## config.mk

```make
export PLATFORM = sky130hd
export DESIGN_NAME = alu_ctrl_md
export DESIGN_NICKNAME = d
export VERILOG_FILES = /design/src/rtl/alu_ctrl_md_pkg.sv /design/src/rtl/alu_ctrl_md_md_iter_core.sv /design/src/rtl/alu_ctrl_md.sv
export SDC_FILE = /design/constraint.sdc
export NUM_CORES = 1
export LEC_CHECK = 0
export ABC_AREA = 1
export CORE_MARGIN = 1
export CORE_UTILIZATION = 62
export DETAILED_ROUTE_END_ITERATION = 7
export HOLD_SLACK_MARGIN = 0.02
export PLACE_DENSITY = 0.95
export SETUP_SLACK_MARGIN = 0.1
export SYNTH_ARGS = -nofsm -noshare
export SYNTH_HDL_FRONTEND = slang
export SYNTH_SLANG_ARGS = --single-unit
```

## constraint.sdc

```tcl
create_clock -name clk -period 15.1 [get_ports clk]
set_input_delay 4.53 -clock clk [delete_from_list [all_inputs] [get_ports clk]]
set_output_delay 4.53 -clock clk [all_outputs]
set_load 0.1 [all_outputs]
```

## src/rtl/alu_ctrl_md_pkg.sv

```systemverilog
// rtl/alu_ctrl_md_pkg.sv - shared constants and types for the ALU-control decoder and md unit
package alu_ctrl_md_pkg;

    // ALU control codes driven onto alu_ct
    localparam logic [3:0] CT_NONE = 4'b0000;
    localparam logic [3:0] CT_ADD  = 4'b0010;
    localparam logic [3:0] CT_SUB  = 4'b0110;
    localparam logic [3:0] CT_AND  = 4'b1000;
    localparam logic [3:0] CT_OR   = 4'b1001;
    localparam logic [3:0] CT_SLT  = 4'b1011;
    localparam logic [3:0] CT_JR   = 4'b1010;

    // Op classes presented by main control on alu_ct_op
    localparam logic [4:0] OPC_ADD   = 5'b00000;
    localparam logic [4:0] OPC_SUB   = 5'b01000;
    localparam logic [4:0] OPC_AND   = 5'b00100;
    localparam logic [4:0] OPC_OR    = 5'b00010;
    localparam logic [4:0] OPC_SLT   = 5'b10001;
    localparam logic [4:0] OPC_RTYPE = 5'b10000;

    // R-type funct codes the decoder and md unit care about
    localparam logic [5:0] FN_ADDU  = 6'b100001;
    localparam logic [5:0] FN_JR    = 6'b001000;
    localparam logic [5:0] FN_MULT  = 6'b011000;
    localparam logic [5:0] FN_MULTU = 6'b011001;
    localparam logic [5:0] FN_DIV   = 6'b011010;
    localparam logic [5:0] FN_DIVU  = 6'b011011;
    localparam logic [5:0] FN_MFHI  = 6'b010000;
    localparam logic [5:0] FN_MTHI  = 6'b010001;
    localparam logic [5:0] FN_MFLO  = 6'b010010;
    localparam logic [5:0] FN_MTLO  = 6'b010011;

    // md unit sequencer states
    typedef enum logic [1:0] {
        ST_IDLE = 2'd0,
        ST_MUL  = 2'd1,
        ST_DIV  = 2'd2
    } md_state_e;

    // Operation requested at the start of an md sequence
    typedef enum logic [1:0] {
        MD_MULU = 2'd0,
        MD_DIVU = 2'd1,
        MD_MULS = 2'd2,
        MD_DIVS = 2'd3
    } md_op_e;

    function automatic logic md_op_is_div(input md_op_e op);
        return (op == MD_DIVU) || (op == MD_DIVS);
    endfunction

endpackage

```

## src/rtl/alu_ctrl_md_md_iter_core.sv

```systemverilog
// rtl/alu_ctrl_md_md_iter_core.sv - iterative shift-add multiply / restoring divide with HI/LO (ALU_CTRL_MD_SIGNED_EN adds signed ops)
module md_iter_core
    import alu_ctrl_md_pkg::*;
#(
    parameter int WIDTH = 32
) (
    input  logic             clk,
    input  logic             rst,
    input  logic             start,
    input  md_op_e           op,
    input  logic [WIDTH-1:0] a,
    input  logic [WIDTH-1:0] b,
    input  logic             flush,
    input  logic             hi_we,
    input  logic             lo_we,
    input  logic [WIDTH-1:0] wdata,
    output logic             busy,
    output logic             done,
    output logic [WIDTH-1:0] hi,
    output logic [WIDTH-1:0] lo
);

    localparam int CNT_W = $clog2(WIDTH);
    localparam logic [CNT_W-1:0] CNT_LAST = CNT_W'(WIDTH - 1);

    md_state_e          state_q, state_d;
    logic [CNT_W-1:0]   cnt_q, cnt_d;
    // Mul: {partial sum, remaining multiplier}. Div: {partial remainder, dividend/quotient}.
    logic [2*WIDTH-1:0] prod_q, prod_d;
    // Multiplicand for mul, divisor for div (magnitudes)
    logic [WIDTH-1:0]   mcand_q, mcand_d;
    logic               neg_res_q, neg_res_d;
    logic               neg_rem_q, neg_rem_d;
    logic [WIDTH-1:0]   hi_q, hi_d;
    logic [WIDTH-1:0]   lo_q, lo_d;
    logic               busy_q, busy_d;
    logic               done_q, done_d;

    logic [WIDTH-1:0]   a_mag, b_mag;
    logic               a_neg, b_neg;

`ifdef ALU_CTRL_MD_SIGNED_EN
    logic is_signed;
    assign is_signed = (op == MD_MULS) || (op == MD_DIVS);
    assign a_neg     = is_signed & a[WIDTH-1];
    assign b_neg     = is_signed & b[WIDTH-1];
    assign a_mag     = a_neg ? (~a + 1'b1) : a;
    assign b_mag     = b_neg ? (~b + 1'b1) : b;
`else
    assign a_neg     = 1'b0;
    assign b_neg     = 1'b0;
    assign a_mag     = a;
    assign b_mag     = b;
`endif

    // One shift-add step: conditionally add multiplicand to the upper half, then shift right
    logic [WIDTH:0]     mul_sum;
    logic [2*WIDTH-1:0] mul_next;
    assign mul_sum  = {1'b0, prod_q[2*WIDTH-1:WIDTH]} + (prod_q[0] ? {1'b0, mcand_q} : '0);
    assign mul_next = {mul_sum, prod_q[WIDTH-1:1]};

    // One restoring step: shift next dividend bit into remainder, subtract if it fits
    logic [WIDTH:0]     div_shift;
    logic [WIDTH+1:0]   div_diff;
    logic               div_ok;
    logic [2*WIDTH-1:0] div_next;
    assign div_shift = {prod_q[2*WIDTH-1:WIDTH], prod_q[WIDTH-1]};
    assign div_diff  = {1'b0, div_shift} - {2'b00, mcand_q};
    assign div_ok    = ~div_diff[WIDTH+1];
    assign div_next  = {(div_ok ? div_diff[WIDTH-1:0] : div_shift[WIDTH-1:0]),
                        prod_q[WIDTH-2:0], div_ok};

    // Sign correction applied only on the final iteration
    logic [2*WIDTH-1:0] mul_fix;
    logic [WIDTH-1:0]   quo_fix, rem_fix;
    assign mul_fix = neg_res_q ? (~mul_next + 1'b1) : mul_next;
    assign quo_fix = neg_res_q ? (~div_next[WIDTH-1:0] + 1'b1) : div_next[WIDTH-1:0];
    assign rem_fix = neg_rem_q ? (~div_next[2*WIDTH-1:WIDTH] + 1'b1)
                               : div_next[2*WIDTH-1:WIDTH];

    // Next-state for the sequencer, datapath, HI/LO and the registered busy/done outputs
    always_comb begin
        state_d   = state_q;
        cnt_d     = cnt_q;
        prod_d    = prod_q;
        mcand_d   = mcand_q;
        neg_res_d = neg_res_q;
        neg_rem_d = neg_rem_q;
        hi_d      = hi_q;
        lo_d      = lo_q;
        busy_d    = busy_q;
        done_d    = 1'b0;
        case (state_q)
            ST_IDLE: begin
                busy_d = 1'b0;
                if (start && !flush) begin
                    if (md_op_is_div(op) && (b == '0)) begin
                        // Divide by zero completes immediately without iterating
                        hi_d   = a;
                        lo_d   = '1;
                        done_d = 1'b1;
                    end else begin
                        state_d   = md_op_is_div(op) ? ST_DIV : ST_MUL;
                        busy_d    = 1'b1;
                        cnt_d     = '0;
                        prod_d    = {{WIDTH{1'b0}}, a_mag};
                        mcand_d   = b_mag;
                        neg_res_d = a_neg ^ b_neg;
                        neg_rem_d = a_neg;
                    end
                end else if (!flush) begin
                    if (hi_we) hi_d = wdata;
                    if (lo_we) lo_d = wdata;
                end
            end
            ST_MUL: begin
                if (flush) begin
                    state_d = ST_IDLE;
                    busy_d  = 1'b0;
                end else begin
                    prod_d = mul_next;
                    cnt_d  = cnt_q + 1'b1;
                    if (cnt_q == CNT_LAST) begin
                        state_d      = ST_IDLE;
                        busy_d       = 1'b0;
                        done_d       = 1'b1;
                        {hi_d, lo_d} = mul_fix;
                    end
                end
            end
            ST_DIV: begin
                if (flush) begin
                    state_d = ST_IDLE;
                    busy_d  = 1'b0;
                end else begin
                    prod_d = div_next;
                    cnt_d  = cnt_q + 1'b1;
                    if (cnt_q == CNT_LAST) begin
                        state_d = ST_IDLE;
                        busy_d  = 1'b0;
                        done_d  = 1'b1;
                        hi_d    = rem_fix;
                        lo_d    = quo_fix;
                    end
                end
            end
            default: begin
                state_d = ST_IDLE;
                busy_d  = 1'b0;
            end
        endcase
    end

    // State registers; reset aborts any operation in flight
    always_ff @(posedge clk or posedge rst) begin
        if (rst) begin
            state_q   <= ST_IDLE;
            cnt_q     <= '0;
            prod_q    <= '0;
            mcand_q   <= '0;
            neg_res_q <= 1'b0;
            neg_rem_q <= 1'b0;
            hi_q      <= '0;
            lo_q      <= '0;
            busy_q    <= 1'b0;
            done_q    <= 1'b0;
        end else begin
            state_q   <= state_d;
            cnt_q     <= cnt_d;
            prod_q    <= prod_d;
            mcand_q   <= mcand_d;
            neg_res_q <= neg_res_d;
            neg_rem_q <= neg_rem_d;
            hi_q      <= hi_d;
            lo_q      <= lo_d;
            busy_q    <= busy_d;
            done_q    <= done_d;
        end
    end

    assign busy = busy_q;
    assign done = done_q;
    assign hi   = hi_q;
    assign lo   = lo_q;

endmodule

```

## src/rtl/alu_ctrl_md.sv

```systemverilog
// rtl/alu_ctrl_md.sv - ALU-control decoder with HI/LO multiply/divide unit and stall handshake (ALU_CTRL_MD_SIGNED_EN adds MULT/DIV)
module alu_ctrl_md
    import alu_ctrl_md_pkg::*;
#(
    parameter int WIDTH = 32,
    parameter int OP_W  = 5,
    parameter int CT_W  = 4
) (
    input  logic             clk,
    input  logic             rst,
    input  logic [OP_W-1:0]  alu_ct_op,
    input  logic [5:0]       funct,
    input  logic             valid_in,
    input  logic             flush,
    input  logic [WIDTH-1:0] src_a,
    input  logic [WIDTH-1:0] src_b,
    output logic [CT_W-1:0]  alu_ct,
    output logic             md_sel,
    output logic [WIDTH-1:0] md_result,
    output logic             busy,
    output logic             stall,
    output logic             done
);

    logic       is_rtype;
    logic [3:0] ct;

    assign is_rtype = (alu_ct_op == OP_W'(OPC_RTYPE));

    // Map op class / funct onto the ALU control code; unknown classes give CT_NONE
    always_comb begin
        ct = CT_NONE;
        if (alu_ct_op == OP_W'(OPC_ADD))       ct = CT_ADD;
        else if (alu_ct_op == OP_W'(OPC_SUB))  ct = CT_SUB;
        else if (alu_ct_op == OP_W'(OPC_AND))  ct = CT_AND;
        else if (alu_ct_op == OP_W'(OPC_OR))   ct = CT_OR;
        else if (alu_ct_op == OP_W'(OPC_SLT))  ct = CT_SLT;
        else if (is_rtype) begin
            if (funct == FN_JR) ct = CT_JR;
            else                ct = CT_ADD;
        end
    end

    assign alu_ct = CT_W'(ct);

    logic f_multu, f_divu, f_mult, f_div, f_mfhi, f_mthi, f_mflo, f_mtlo;
    assign f_multu = is_rtype && (funct == FN_MULTU);
    assign f_divu  = is_rtype && (funct == FN_DIVU);
    assign f_mfhi  = is_rtype && (funct == FN_MFHI);
    assign f_mthi  = is_rtype && (funct == FN_MTHI);
    assign f_mflo  = is_rtype && (funct == FN_MFLO);
    assign f_mtlo  = is_rtype && (funct == FN_MTLO);
`ifdef ALU_CTRL_MD_SIGNED_EN
    assign f_mult  = is_rtype && (funct == FN_MULT);
    assign f_div   = is_rtype && (funct == FN_DIV);
`else
    assign f_mult  = 1'b0;
    assign f_div   = 1'b0;
`endif

    logic md_any, md_start, accept;
    assign md_any   = f_multu | f_divu | f_mult | f_div | f_mfhi | f_mthi | f_mflo | f_mtlo;
    // Any md instruction waits for the unit; the one issued on the done cycle goes through
    assign accept   = valid_in & ~flush & ~busy;
    assign md_start = accept & (f_multu | f_divu | f_mult | f_div);

    md_op_e md_op;

    // Select which md operation a start launches
    always_comb begin
        md_op = MD_MULU;
        if (f_divu)      md_op = MD_DIVU;
        else if (f_mult) md_op = MD_MULS;
        else if (f_div)  md_op = MD_DIVS;
    end

    logic [WIDTH-1:0] hi, lo;

    md_iter_core #(
        .WIDTH (WIDTH)
    ) u_core (
        .clk   (clk),
        .rst   (rst),
        .start (md_start),
        .op    (md_op),
        .a     (src_a),
        .b     (src_b),
        .flush (flush),
        .hi_we (accept & f_mthi),
        .lo_we (accept & f_mtlo),
        .wdata (src_a),
        .busy  (busy),
        .done  (done),
        .hi    (hi),
        .lo    (lo)
    );

    // HI/LO are written on the final iteration's edge, so reads on the done cycle see new values
    assign md_result = (funct == FN_MFHI) ? hi : lo;
    assign md_sel    = valid_in & (f_mfhi | f_mflo);
    assign stall     = busy & valid_in & md_any;

endmodule
```

==> flow_summary_export.csv <==
group,metric,value,unit
run_status,status,"completed",
routing,ant_nets,0,
yosys,synth_top_flop_cell,"dfrtp_1",
global_route,gr-total-overflow,0,
timing,setup_viol,0,
setup_path,cp-endpoint,"md_result[0]",
yosys,syn-num-nets,2320,
yosys,async_flop_share,100.0,%
layout,antennaDiodeCount,0,
setup_path,slowest_delay,1130,ps
setup_path,cp.required,10570,ps
yosys,synth_edf_count,0,
cts,cts_buffer_depth,2,
routing,wl_per_cell,17.65,um
timing,max_slew.worst_pin.slew,1143,ps
setup_path,reg2reg_to,"u_core.prod_q[58]$_DFFE_PP0P_",
global_route,first_global_vias,13530,
setup_path,reg2reg_depth,16,
cts,ctsResizeCount,0,
floorplan,coreArea,21760,sq um
global_route,grt_usage,40.17,%
timing,finalSetupTns,0,ps
setup_path,crit_slowest_cell,"clkdlybuf4s50_1",
global_route,grt_antenna_before_repair,0,
floorplan,start_util,63.16,%
routing,drt_first_pass_iters,8,
power_and_ir_drop,ir_worst_vdd,0.00006807,V
yosys,syn_area_per_cell,6.336,sq um
floorplan,die_area,22760,sq um
cts,clkLatencyLatePin,450,ps
cts,cts_setup_buffers,0,
setup_path,worstSetupPathType,"in -> out",
setup_path,rrSetupSlack,11320,ps
yosys,synth-seq-cells,169,
routing,drtIter0Drc,1535,
power_and_ir_drop,power.leakage,8.299,nW
timing,fin_crit,12260,ps
yosys,synth_area,13740,sq um
routing,vias,14740,
placement,dpl.cell_count,2499,
setup_path,cp_top_family,"buffers and inverters",
cts,cts_tree,"done",
timing,fin_crit_sh,81.22,%
cts,cts_sinks,169,
yosys,synth.distinct_cells,42,
cts,cts_buffers,17,
global_route,grt_pass1_wl,69860,um
setup_path,arrival,7730,ps
cts,cts_hold_repair.buffers,0,
timing,rsz0062_at_grt,"no",
setup_path,cp-start-kind,"input pin",
setup_path,startpoint,"funct[4]",
layout,utilization,71.44,%
power_and_ir_drop,powerDensity,93.41,nW/um^2
floorplan,rows,54,
layout,nets,2389,
routing,totalWireLength,44680,um
timing,fmax,81.54,MHz
layout,final_cells,2531,
timing,slew-limit-headroom,23.56,%
routing,drt-vias-per-instance,5.825,
cts,ctsRootBufferMaster,"clkbuf_16",
global_route,grt_max_degree,99,
layout,seq_area,4229,sq um
placement,io_buffer_count,118,
cts,path_clk_slew,70,ps
power_and_ir_drop,power,1.452,mW
layout,fillCellCount,1891,
placement,dp_hpwl,34040,um
min_path,min_path_type,"reg -> reg",
yosys,ys_seq_area_share,30.77,%
layout,stdcell_area,15540,sq um
setup_path,r2r_start,"u_core.mcand_q[22]$_DFFE_PP0P_",
floorplan,ios,119,
layout,areaGrowthSynthToFinish,13.10,%
setup_path,crit_buf_inv,3,
setup_path,path_max_fanout,52,
yosys,synth_cells,2169,
timing,drv_slew,0,
flow_run,drv_cap,0,
setup_path,crit_cells,6,
timing,finalHoldViolCount,0,
layout,drive_above_1_share,3.776,%
floorplan,die_y,150.9,um
yosys,yosys_warnings,0,
routing,route.detailed.drc,0,
cts,ctsHtreeMaxLevel,4,
setup_path,timing.critical_path.cells,"clkdlybuf4s50_1 -> inv_1 -> nor2_2 -> nand3_2 -> mux2_2 -> clkdlybuf4s50_1",
setup_path,crit_path_end_kind,"primary output",
floorplan,die_x,150.9,um
placement,dpl_cell_area,14950,sq um
placement,place_congestion,1.006,
setup_path,cpMostUsedCell,"clkdlybuf4s50_1",
layout,multi_input_area,7787,sq um
timing,clock_skew,16.39,ps
[worst min path at each step]
stage                                  startpoint                             to  cells past startpoint
floorplan           u_core.prod_q[10]$_DFFE_PP0P_  u_core.prod_q[10]$_DFFE_PP0P_                      2
global placement    u_core.prod_q[17]$_DFFE_PP0P_  u_core.prod_q[17]$_DFFE_PP0P_                      2
detailed placement  u_core.prod_q[14]$_DFFE_PP0P_  u_core.prod_q[14]$_DFFE_PP0P_                      2
CTS                 u_core.prod_q[14]$_DFFE_PP0P_  u_core.prod_q[14]$_DFFE_PP0P_                      2
global route        u_core.prod_q[13]$_DFFE_PP0P_  u_core.prod_q[13]$_DFFE_PP0P_                      2
finish              u_core.prod_q[14]$_DFFE_PP0P_  u_core.prod_q[14]$_DFFE_PP0P_                      2
[through the flow]
step / worst slack [ps] / hold slack (ps)
2_1_floorplan: 3342 / 453.0
6_report: 2836 / 490.1
3_3_place_gp: 3004 / 466.0
5_1_grt: 2661 / 507.5
3_5_place_dp: 2844 / 473.7
4_1_cts: 2849 / 492.1
[cell usage after synthesis (all sizes together) (2+ instances only)]
cell type,n,area [sq um]
a21oi,155,775.7
fa,2,40.04
nand4,21,143.9
xnor2,12,105.1
ha,70,875.8
and2,3,18.77
dfrtp,169,4229
nor3,16,85.08
nor4,8,50.05
buf,42,277.8
a31oi,4,25.02
mux2,12,135.1
o21bai,9,67.56
clkbuf,35,131.4
nand2,688,2595
nand3b,30,225.2
nor2,206,810.8
nand3,125,648.1
a22oi,21,157.7
o22ai,30,187.7
a21o,6,45.04
xor2,2,17.52
inv,353,1325
o21ai,139,695.7
or2,6,37.54
[per-layer routing]
metal	share of wire [%]	up-vias	track usage, %
met1	40	6738	52.30
li1	-	7024	-
met4	5.6	0	21.50
met2	45	822	63.67
met5	0	-	0
met3	8.8	158	6.988
[cells in the final DEF (no fill, tap or decap), drive strengths merged]
cell           count
a21oi            155
nor4               8
nand3            125
o21bai             9
buf                9
o22ai             30
xor2               2
inv              363
a21o               6
or2                6
clkbuf            17
clkinv             6
nand3b            30
o21a               1
o31ai              1
a31oi              4
nand4             21
mux2i              1
a22oi             21
nand2            688
o21ai            139
fa                 2
nor3b              1
ha                70
nor2             206
nor3              16
mux2              12
and2               3
dfrtp            169
clkdlybuf4s50    118
xnor2             12
[flip-flops by register name, summed over array words and instances (netlist names)]
name / flops
u_core.state_q: 2
u_core.hi: 32
u_core.prod_q: 64
u_core.mcand_q: 32
u_core.lo: 32
u_core.busy: 1
u_core.cnt_q: 5
u_core.done: 1
[area by class of cell]
class / instances / area share (%)
Multi-Input combinational cell: 1569 / 50.10
Clock buffer: 17 / 2.737
Inverter: 354 / 8.582
Clock inverter: 15 / 1.079
Sequential cell: 169 / 27.21
Tap cell: 280 / 2.254
Timing Repair Buffer: 127 / 8.034
[power by group]
part / internal (mW) / switching (mW) / total, mW
combinational: 0.151 / 0.327 / 0.478
clock: 0.225 / 0.225 / 0.450
sequential: 0.493 / 0.0310 / 0.524
total: 0.869 / 0.583 / 1.45
[cell families after synthesis]
family	after synthesis	share of synthesized area, %
compound gates	366	14.33
mux	13	1.056
simple gates	1104	33.63
flops	169	30.77
xor+xnor	14	0.8923
buf+inv	431	12.65
fa+ha+maj	72	6.665
[worst register-to-register path, cell delays in order (launching register included)]
cell	delay [ps]
dfrtp_1	380
inv_1	80
ha_1	380
nand2_1	110
nand2_1	70
nand2_1	60
nand2_1	80
a21oi_1	220
nor2_1	110
nor2_4	450
nand2_2	590
nand2_2	490
nand2_1	110
nand2_1	110
nand2_1	70
nand2_1	190
o21ai_0	130
Note: power is estimated with default switching activity, not from simulation.
